File: config.mk
export PLATFORM = sky130hd
export DESIGN_NAME = audio_adc_receiver
export DESIGN_NICKNAME = d
export VERILOG_FILES = /design/src/rtl/audio_adc_receiver.sv
export SDC_FILE = /design/constraint.sdc
export NUM_CORES = 1
export LEC_CHECK = 0
export CORE_ASPECT_RATIO = 0.5
export CORE_MARGIN = 2
export CORE_UTILIZATION = 45
export CTS_BUF_LIST = sky130_fd_sc_hd__clkbuf_4 sky130_fd_sc_hd__clkbuf_8
export DETAILED_ROUTE_END_ITERATION = 8
export MAX_ROUTING_LAYER = met4
export PLACE_DENSITY_LB_ADDON = 0.12
export SKIP_LAST_GASP = 1
export SLEW_MARGIN = 30
export SYNTH_ARGS = -nofsm -noshare
export SYNTH_HDL_FRONTEND = slang
export SYNTH_SLANG_ARGS = --single-unit
File: constraint.sdc
create_clock -name clk -period 3.3 [get_ports clk]
set_clock_uncertainty 0.2 [all_clocks]
set_input_delay 0.66 -clock clk [delete_from_list [all_inputs] [get_ports clk]]
set_output_delay 0.66 -clock clk [all_outputs]
set_load 0.005 [all_outputs]
File: src/rtl/audio_adc_receiver.sv
// audio_adc_receiver
// Captures I2S stereo ADC data (BCLK / ADC_LR_CLK / ADC_DATA, asynchronous to clk)
// into left/right word pairs and presents them on a valid/ready interface.
// The three serial inputs are synchronized into clk. Edges are then detected on
// the synchronized copies, so clk must run at least 8x BCLK.
// Build option: define ADC_FIFO_EN to buffer FIFO_DEPTH stereo pairs; without it
// a single holding register is used and FIFO_DEPTH has no effect.
module audio_adc_receiver #(
  parameter int SAMPLE_W   = 24,
  parameter int FIFO_DEPTH = 4
) (
  input  logic                clk,
  input  logic                reset_n,
  input  logic                BCLK,
  input  logic                ADC_LR_CLK,
  input  logic                ADC_DATA,
  output logic [SAMPLE_W-1:0] left_sample,
  output logic [SAMPLE_W-1:0] right_sample,
  output logic                sample_valid,
  input  logic                sample_ready,
  output logic                overrun,
  input  logic                clr_overrun
);

  localparam int CNT_W = $clog2(SAMPLE_W + 1);

  typedef enum logic [1:0] {
    ALIGN = 2'd0,
    DELAY = 2'd1,
    SHIFT = 2'd2,
    PAD   = 2'd3
  } state_t;

  logic [1:0]          bclk_sync_r;
  logic [1:0]          lr_sync_r;
  logic [1:0]          data_sync_r;
  logic                bclk_prev_r;
  logic                lr_prev_r;
  logic [1:0]          warm_cnt_r;
  logic                edges_ok_s;
  logic                bclk_rise_s;
  logic                lr_edge_s;

  state_t              state_r;
  state_t              state_nxt_s;
  logic                start_slot_s;
  logic                shift_en_s;
  logic                slot_done_s;
  logic [SAMPLE_W-1:0] shift_r;
  logic [SAMPLE_W-1:0] full_word_s;
  logic [SAMPLE_W-1:0] trunc_word_s;
  logic [SAMPLE_W-1:0] done_word_s;
  logic [CNT_W-1:0]    bit_cnt_r;
  logic                slot_right_r;

  logic [SAMPLE_W-1:0] left_latch_r;
  logic                left_have_r;
  logic                commit_r;
  logic [SAMPLE_W-1:0] commit_left_r;
  logic [SAMPLE_W-1:0] commit_right_r;

  logic                valid_r;
  logic                push_s;
  logic                pop_s;
  logic                overrun_r;

  // Two-flop synchronizers, edge-detect history and post-reset warm-up counter.
  always_ff @(posedge clk or negedge reset_n) begin
    if (!reset_n) begin
      bclk_sync_r <= 2'b00;
      lr_sync_r   <= 2'b00;
      data_sync_r <= 2'b00;
      bclk_prev_r <= 1'b0;
      lr_prev_r   <= 1'b0;
      warm_cnt_r  <= 2'd0;
    end else begin
      bclk_sync_r <= {bclk_sync_r[0], BCLK};
      lr_sync_r   <= {lr_sync_r[0], ADC_LR_CLK};
      data_sync_r <= {data_sync_r[0], ADC_DATA};
      bclk_prev_r <= bclk_sync_r[1];
      lr_prev_r   <= lr_sync_r[1];
      if (warm_cnt_r != 2'd3) begin
        warm_cnt_r <= warm_cnt_r + 2'd1;
      end
    end
  end

  // The synchronizers come out of reset at zero, so a line already high would
  // look like an edge; edges are ignored until the pipeline holds real samples.
  assign edges_ok_s   = (warm_cnt_r == 2'd3);
  assign bclk_rise_s  = edges_ok_s & bclk_sync_r[1] & ~bclk_prev_r;
  assign lr_edge_s    = edges_ok_s & (lr_sync_r[1] ^ lr_prev_r);

  // Word on the last bit of a full slot, and a short slot left-justified with zero LSBs.
  assign full_word_s  = {shift_r[SAMPLE_W-2:0], data_sync_r[1]};
  assign trunc_word_s = shift_r << (CNT_W'(SAMPLE_W) - bit_cnt_r);

  // FSM state register.
  always_ff @(posedge clk or negedge reset_n) begin
    if (!reset_n) begin
      state_r <= ALIGN;
    end else begin
      state_r <= state_nxt_s;
    end
  end

  // FSM next-state and slot control strobes.
  always_comb begin
    state_nxt_s  = state_r;
    start_slot_s = 1'b0;
    shift_en_s   = 1'b0;
    slot_done_s  = 1'b0;
    done_word_s  = full_word_s;
    case (state_r)
      ALIGN: begin
        if (lr_edge_s) begin
          start_slot_s = 1'b1;
          state_nxt_s  = DELAY;
        end else begin
          state_nxt_s  = ALIGN;
        end
      end
      DELAY: begin
        if (lr_edge_s) begin
          start_slot_s = 1'b1;
          state_nxt_s  = DELAY;
        end else if (bclk_rise_s) begin
          state_nxt_s  = SHIFT;
        end else begin
          state_nxt_s  = DELAY;
        end
      end
      SHIFT: begin
        if (lr_edge_s) begin
          slot_done_s  = 1'b1;
          done_word_s  = trunc_word_s;
          start_slot_s = 1'b1;
          state_nxt_s  = DELAY;
        end else if (bclk_rise_s) begin
          shift_en_s = 1'b1;
          if (bit_cnt_r == CNT_W'(SAMPLE_W - 1)) begin
            slot_done_s = 1'b1;
            state_nxt_s = PAD;
          end else begin
            state_nxt_s = SHIFT;
          end
        end else begin
          state_nxt_s = SHIFT;
        end
      end
      PAD: begin
        if (lr_edge_s) begin
          start_slot_s = 1'b1;
          state_nxt_s  = DELAY;
        end else begin
          state_nxt_s  = PAD;
        end
      end
      default: begin
        state_nxt_s = ALIGN;
      end
    endcase
  end

  // Channel shift register, bit counter and slot channel tag.
  always_ff @(posedge clk or negedge reset_n) begin
    if (!reset_n) begin
      shift_r      <= {SAMPLE_W{1'b0}};
      bit_cnt_r    <= {CNT_W{1'b0}};
      slot_right_r <= 1'b0;
    end else if (start_slot_s) begin
      shift_r      <= {SAMPLE_W{1'b0}};
      bit_cnt_r    <= {CNT_W{1'b0}};
      slot_right_r <= lr_sync_r[1];
    end else if (shift_en_s) begin
      shift_r      <= full_word_s;
      bit_cnt_r    <= bit_cnt_r + CNT_W'(1);
    end
  end

  // Left-word latch and pair commit; a right word without a prior left is dropped.
  always_ff @(posedge clk or negedge reset_n) begin
    if (!reset_n) begin
      left_latch_r   <= {SAMPLE_W{1'b0}};
      left_have_r    <= 1'b0;
      commit_r       <= 1'b0;
      commit_left_r  <= {SAMPLE_W{1'b0}};
      commit_right_r <= {SAMPLE_W{1'b0}};
    end else begin
      commit_r <= 1'b0;
      if (slot_done_s && !slot_right_r) begin
        left_latch_r <= done_word_s;
        left_have_r  <= 1'b1;
      end else if (slot_done_s && left_have_r) begin
        commit_r       <= 1'b1;
        commit_left_r  <= left_latch_r;
        commit_right_r <= done_word_s;
        left_have_r    <= 1'b0;
      end
    end
  end

  assign pop_s = valid_r & sample_ready;

`ifdef ADC_FIFO_EN
  localparam int PTR_W = (FIFO_DEPTH > 1) ? $clog2(FIFO_DEPTH) : 1;
  localparam int FCNT_W = $clog2(FIFO_DEPTH + 1);

  logic [SAMPLE_W-1:0] mem_left_r  [FIFO_DEPTH];
  logic [SAMPLE_W-1:0] mem_right_r [FIFO_DEPTH];
  logic [PTR_W-1:0]    wr_ptr_r;
  logic [PTR_W-1:0]    rd_ptr_r;
  logic [FCNT_W-1:0]   fifo_cnt_r;
  logic [FCNT_W-1:0]   fifo_cnt_nxt_s;

  function automatic logic [PTR_W-1:0] ptr_inc(input logic [PTR_W-1:0] ptr);
    if (ptr == PTR_W'(FIFO_DEPTH - 1)) begin
      return {PTR_W{1'b0}};
    end else begin
      return ptr + PTR_W'(1);
    end
  endfunction

  // A full FIFO still accepts a pair when the head leaves on the same edge.
  assign push_s = commit_r & ((fifo_cnt_r != FCNT_W'(FIFO_DEPTH)) | pop_s);

  // Occupancy after this edge's push/pop.
  always_comb begin
    fifo_cnt_nxt_s = fifo_cnt_r;
    case ({push_s, pop_s})
      2'b10:   fifo_cnt_nxt_s = fifo_cnt_r + FCNT_W'(1);
      2'b01:   fifo_cnt_nxt_s = fifo_cnt_r - FCNT_W'(1);
      default: fifo_cnt_nxt_s = fifo_cnt_r;
    endcase
  end

  // Stereo FIFO storage, pointers, occupancy and registered valid.
  always_ff @(posedge clk or negedge reset_n) begin
    if (!reset_n) begin
      for (int i = 0; i < FIFO_DEPTH; i++) begin
        mem_left_r[i]  <= {SAMPLE_W{1'b0}};
        mem_right_r[i] <= {SAMPLE_W{1'b0}};
      end
      wr_ptr_r   <= {PTR_W{1'b0}};
      rd_ptr_r   <= {PTR_W{1'b0}};
      fifo_cnt_r <= {FCNT_W{1'b0}};
      valid_r    <= 1'b0;
    end else begin
      if (push_s) begin
        mem_left_r[wr_ptr_r]  <= commit_left_r;
        mem_right_r[wr_ptr_r] <= commit_right_r;
        wr_ptr_r              <= ptr_inc(wr_ptr_r);
      end
      if (pop_s) begin
        rd_ptr_r <= ptr_inc(rd_ptr_r);
      end
      fifo_cnt_r <= fifo_cnt_nxt_s;
      valid_r    <= (fifo_cnt_nxt_s != {FCNT_W{1'b0}});
    end
  end

  assign left_sample  = mem_left_r[rd_ptr_r];
  assign right_sample = mem_right_r[rd_ptr_r];
`else
  logic [SAMPLE_W-1:0] hold_left_r;
  logic [SAMPLE_W-1:0] hold_right_r;

  // An occupied holding register still accepts a pair when it is read on the same edge.
  assign push_s = commit_r & (~valid_r | pop_s);

  // Single stereo holding register.
  always_ff @(posedge clk or negedge reset_n) begin
    if (!reset_n) begin
      hold_left_r  <= {SAMPLE_W{1'b0}};
      hold_right_r <= {SAMPLE_W{1'b0}};
      valid_r      <= 1'b0;
    end else if (push_s) begin
      hold_left_r  <= commit_left_r;
      hold_right_r <= commit_right_r;
      valid_r      <= 1'b1;
    end else if (pop_s) begin
      valid_r      <= 1'b0;
    end
  end

  assign left_sample  = hold_left_r;
  assign right_sample = hold_right_r;
`endif

  // Sticky overrun; a drop on the same edge as a clear wins.
  always_ff @(posedge clk or negedge reset_n) begin
    if (!reset_n) begin
      overrun_r <= 1'b0;
    end else if (commit_r && !push_s) begin
      overrun_r <= 1'b1;
    end else if (clr_overrun) begin
      overrun_r <= 1'b0;
    end
  end

  assign sample_valid = valid_r;
  assign overrun      = overrun_r;

endmodule

==> impl_metrics.toml, run 1 <==
[setup_path]
end_kind = "flip-flop"
cp_common_cell = "a221oi_1"
max_stage_delay_ns = 0.62
crit_required_ns = 3.43
slowest_stage = "mux4_2"
path_delay_family = "multiplexers"
critPathBufInv = 1
cp.arrival_ns = 3.07
crit_chain = "inv_1, ha_1, xnor2_1, mux4_2, a221oi_1, a221oi_1"
critPathKind = "flip-flop to flip-flop"
startpoint_type = "flip-flop"
critical_path.max_fanout = 11

[finish]
utilization_pct = 52.77
most-common-layout-cells = "166 x dfrtp_1, 164 x nand2_1, 60 x mux2_2, 55 x clkdlybuf4s50_1, 40 x a21oi_1"
multi_input_area_um2 = 3406
stdcell_count = 1035
final-seq-area_um2 = 4154
fillers = 1584
areaGrowthSynthToFinish_pct = 15.76
diodes = 0
layout_commonest_cell = "dfrtp_1"
num-nets-final = 798
drive_above_1_share_pct = 17.48

[pwr]
power_density_nw_per_um2 = 427.7
peakVddDrop_mv = 0.2143
power_mw = 3.878
p_leak_nw = 3.967

[worst_hold_path]
hp-class = "input port to async pin"

[synthesis]
synth_seq_cells = 166
synthArstFlopShare_pct = 100.0
synth_area_per_cell_um2 = 10.59
yosys.area.top_type = "dfrtp_1"
synthCells = 740
synth_top_area_share_pct = 53.03
yosys_warnings = 0
ys.flop_type = "dfrtp_1"
ys_seq_area_share_pct = 53.03
synth_area_leaders = "dfrtp_1 53%, mux2_2 8.6%, nand2_1 7.9%"
syn_area_um2 = 7834
ys_types = 52
synth_fp_nets = 750
synth_edf_count = 0

[routing]
wl_per_cell_um = 19.12
firstDrtPassIters = 7
drc = 0
drtIter0Drc = 399
ant_nets = 0
wl_mm = 19.79
dr_total_vias = 5770
vias_per_cell = 5.575

[floorplan]
start_util_pct = 45.58
placementRows = 34
io-pin-count = 57
core-area_um2 = 17190
die_w_um = 190.6
die_area_um2 = 18540
die_h_um = 97.30

[placed_design]
gp_congestion = 1.001
dp_slack_ns = 0.3529
dp.cells = 1003
io_buffers = 56
dp_hpwl_mm = 14.12

[clock_tree]
insertion_delay_ns = 0.46
cts_root_buffer = "clkbuf_8"
path_clk_slew_ns = 0.11
cts_tree = "yes"
cts_buffers = 17
cts_sinks = 166
cts_resized = 0
post_cts_buffers = 0
cts_buffer_depth = 2
htree_levels = 4
ctsHoldBuffers = 0

[timing]
hold_viol = 11
final.period_utilization_pct = 88.98
min_period_ns = 2.936
final.setup.worst_slack_ns = 0.3636
rsz0062_at_grt = "no"
worst_pin_slew_ns = 0.8731
max_freq_mhz = 340.5
tns_ns = 0
maxSlewViolCount = 0
whs_ns = -0.01831
slew_headroom_pct = 41.65
setup_viol = 0

[global_route]
antenna_found_initial = 0
grt.total_usage_pct = 23.56
overflow = 0
grt_pass1_vias = 5515
grt_max_degree = 69
grt_pass1_wl_mm = 32.40

[flow_run]
maxCapViolations = 0

[status]
violations = "hold timing"
status = "finished with violations"
-- stage by stage --
stage               instance area [um^2]  hold WS [ns]
floorplan                           7834        0.1312
global placement                    8671        0.1330
detailed placement                  8671        0.1371
CTS                                 9069      0.001391
global route                        9069       0.02355
finish                              9069      -0.01831
-- sequential cells by signal (all words and copies together) (netlist names) --
register        count
commit_left_r      24
commit_right_r     24
left_latch_r       24
left_sample        24
right_sample       24
shift_r            24
bit_cnt_r           5
bclk_sync_r         2
data_sync_r         2
lr_sync_r           2
state_r             2
warm_cnt_r          2
bclk_prev_r         1
commit_r            1
left_have_r         1
lr_prev_r           1
overrun             1
sample_valid        1
slot_right_r        1
-- where the power goes --
part | switching [mW] | internal (mW) | total [mW]
logic | 0.126 | 0.0840 | 0.210
clock network | 0.811 | 0.661 | 1.47
registers | 0.0704 | 2.13 | 2.20
-- cell families (layout without fill, tap and decap cells) --
logic type,count (synthesis),in the layout,share of synthesized area [%]
AOI/OAI and AO/OA,155,155,12.25
muxes,90,90,15.17
and+or+nand+nor,257,257,14.29
adders and majority gates,3,3,0.4792
buffers and inverters,60,121,3.530
xor gates and xnor gates,9,9,1.246
DFF,166,166,53.03
-- path summary, 6_finish.rpt --
check,start,end,slack (ns),depth (start not counted)
setup / recovery,bit_cnt_r[1],commit_right_r[21],0.36,6
max in group asynchronous,reset_n,right_sample[5],2.08,2
setup reg to reg,bit_cnt_r[1],commit_right_r[21],0.36,6
hold / removal,reset_n,warm_cnt_r[0],-0.02,1
hold reg to reg,bclk_sync_r[0],bclk_sync_r[1],0.16,0
min in group clk,bclk_sync_r[0],bclk_sync_r[1],0.16,0
-- cell type report --
| cell class | instances | area share, % |
|---|---|---|
| Sequential cell | 166 | 45.81 |
| Multi-Input combinational cell | 514 | 37.56 |
| Timing Repair Buffer | 78 | 8.568 |
| Tap cell | 234 | 3.228 |
| Clock buffer | 19 | 2.884 |
| Clock inverter | 13 | 1.504 |
| Inverter | 11 | 0.4553 |
-- synthesized netlist by cell type, types with 2 or more instances --
cell,instances
nand2b_1,3
dfrtp_1,166
buf_1,5
mux2i_1,13
nand3b_1,2
buf_2,11
xnor2_1,4
or4_1,2
a21oi_2,2
inv_1,10
a22oi_1,20
o21ai_0,29
buf_6,3
or3_1,3
and3_1,2
a211oi_1,2
nor2_1,31
o21ai_1,10
ha_1,3
nand3_1,24
a31oi_1,14
nor3_1,4
nand4_1,4
and2_1,6
buf_4,4
o211ai_1,14
a221oi_1,6
o22ai_1,5
nor2b_1,4
xor2_1,4
mux2_2,60
clkbuf_1,26
mux4_2,17
a21o_1,2
a21oi_1,40
nand2_1,165
o31ai_1,4
and3b_1,2
-- metal layers --
| layer | GRT usage, % | vias up | part of all wire [%] |
|---|---|---|---|
| li1 | - | 2725 | - |
| met5 | - | - | 0 |
| met4 | 5.486 | 0 | 0.59 |
| met2 | 30.07 | 169 | 40 |
| met1 | 37.73 | 2865 | 53 |
| met3 | 4.586 | 11 | 6.5 |
Power figures use the tool's default switching activity.
==> inputs of run 2 (changes only) <==
Settings changed: CORE_UTILIZATION 45 to 60.
==> impl_metrics.toml, run 2 (synthesis results as in run 1) <==
[placed_design]
gp_congestion = 0.9637
dp_hpwl_mm = 13.54
io_buffers = 56

[pwr]
p_leak_nw = 3.984
internal-power_mw = 2.932
switching_share_pct = 26.77
power_mw = 4.003
p_clk_share_pct = 39.8
power_density_nw_per_um2 = 444.3
switchingPower_mw = 1.072
power_frac_seq_pct = 55.0
peakVddDrop_mv = 0.2238
comb_power_share_pct = 5.2

[floorplan]
start_util_pct = 61.68
io-pin-count = 57
die_w_um = 165.6
core-area_um2 = 12700
die_h_um = 84.80
placementRows = 29
die_area_um2 = 14040

[clock_tree]
cts_tree = "yes"
cts_buffer_depth = 2
cts_buffers = 17
htree_levels = 4
cts_sinks = 166
insertion_delay_ns = 0.45
path_clk_slew_ns = 0.10
cts_root_buffer = "clkbuf_8"
post_cts_buffers = 0

[timing]
tns_ns = 0
rsz0062_at_grt = "no"
final.period_utilization_pct = 94.16
setup_viol = 0
maxSlewViolCount = 0
hold_viol = 0
worst_pin_slew_ns = 0.8493
min_period_ns = 3.107
slew_headroom_pct = 43.24
max_freq_mhz = 321.8

[global_route]
antenna_found_initial = 0
grt_pass1_vias = 5498
overflow = 0
grt_max_degree = 71
grt_pass1_wl_mm = 30.73
grt.total_usage_pct = 30.14

[routing]
drc = 0
drtIter0Drc = 598
ant_nets = 0
firstDrtPassIters = 5
wl_mm = 19.23
vias_per_cell = 6.088
dr_total_vias = 5911
wl_per_cell_um = 19.80

[status]
status = "finished, final reports clean"

[finish]
areaGrowthSynthToFinish_pct = 15.03
num-nets-final = 798
utilization_pct = 70.96
drive_above_1_share_pct = 17.35
most-common-layout-cells = "166 x dfrtp_1, 164 x nand2_1, 60 x mux2_2, 55 x clkdlybuf4s50_1, 40 x a21oi_1"
layout_commonest_cell = "dfrtp_1"
diodes = 0

[setup_path]
critPathKind = "flip-flop to flip-flop"
cp.arrival_ns = 3.21
max_stage_delay_ns = 0.55
end_kind = "flip-flop"
cp_common_cell = "a221oi_1"
critical_path.max_fanout = 12
crit_chain = "inv_1, ha_1, mux2_2, mux4_2, a221oi_1, a221oi_1"
startpoint_type = "flip-flop"
slowest_stage = "dfrtp_1"
crit_required_ns = 3.40

[worst_hold_path]
hp-class = "flip-flop to flip-flop"

[flow_run]
maxCapViolations = 0
## run 2: repair_timing
| action | CTS | global route |
|---|---|---|
| hold endpoints to repair | 6 | 0 |
| hold buffers | 1 | 0 |
| resized for setup | 0 | 0 |
## run 2: final timing paths
path	start	endpoint	slack, ns	depth (start not counted)
setup / recovery	bit_cnt_r[1]	commit_right_r[21]	0.19	6
hold / removal	data_sync_r[0]	data_sync_r[1]	0.15	0
setup reg to reg	bit_cnt_r[1]	commit_right_r[21]	0.19	6
hold reg to reg	data_sync_r[0]	data_sync_r[1]	0.15	0
max in group asynchronous	reset_n	commit_right_r[7]	1.51	3
min in group asynchronous	reset_n	left_sample[2]	0.54	2
## run 2: area by class of cell
class,instances,area [um^2]
sequential,166,4154
fill,973,3689
multi-input combinational,514,3406
timing repair buffer,78,754.5
clock buffer,17,234.0
tap,170,212.7
clock inverter,15,209.0
inverter,11,41.29
## run 2: metrics by stage
stage                     instances  setup WS [ns]  instance area, um^2  hold WS, ns
after floorplan                 740         0.2875                 7834       0.1312
after global placement          938         0.3578                 8558       0.1350
after detailed placement        938         0.2554                 8558       0.1405
after CTS                       971         0.2585                 9011       0.1502
after global routing            971        0.08063                 9011       0.1528
final                           971         0.1927                 9011       0.1484
## run 2: metal layers
metal	share of wire [%]	wire (um)	vias to the layer above	track usage, %
met4	0.54	104	0	6.270
met3	8.6	1658	10	5.484
met2	42	8143	269	40.36
met5	0	0	-	-
li1	-	-	2719	-
met1	48	9321	2913	47.85
## run 2: power groups by stage
stage          combinational [mW]  sequential [mW]  clock (mW)
2_1_floorplan               0.134             2.20           0
3_3_place_gp                0.202             2.24           0
3_5_place_dp                0.210             2.24           0
4_1_cts                     0.211             2.20        1.61
5_1_grt                     0.236             2.21        1.71
6_report                    0.208             2.20        1.59
## run 2: critical path: cells and delay by family (launching register included)
kind            cells  cell delay, ns
compound gates      2            0.68
fa+ha+maj           1            0.54
buf+inv             1            0.09
flops               1            0.55
mux                 2            0.91
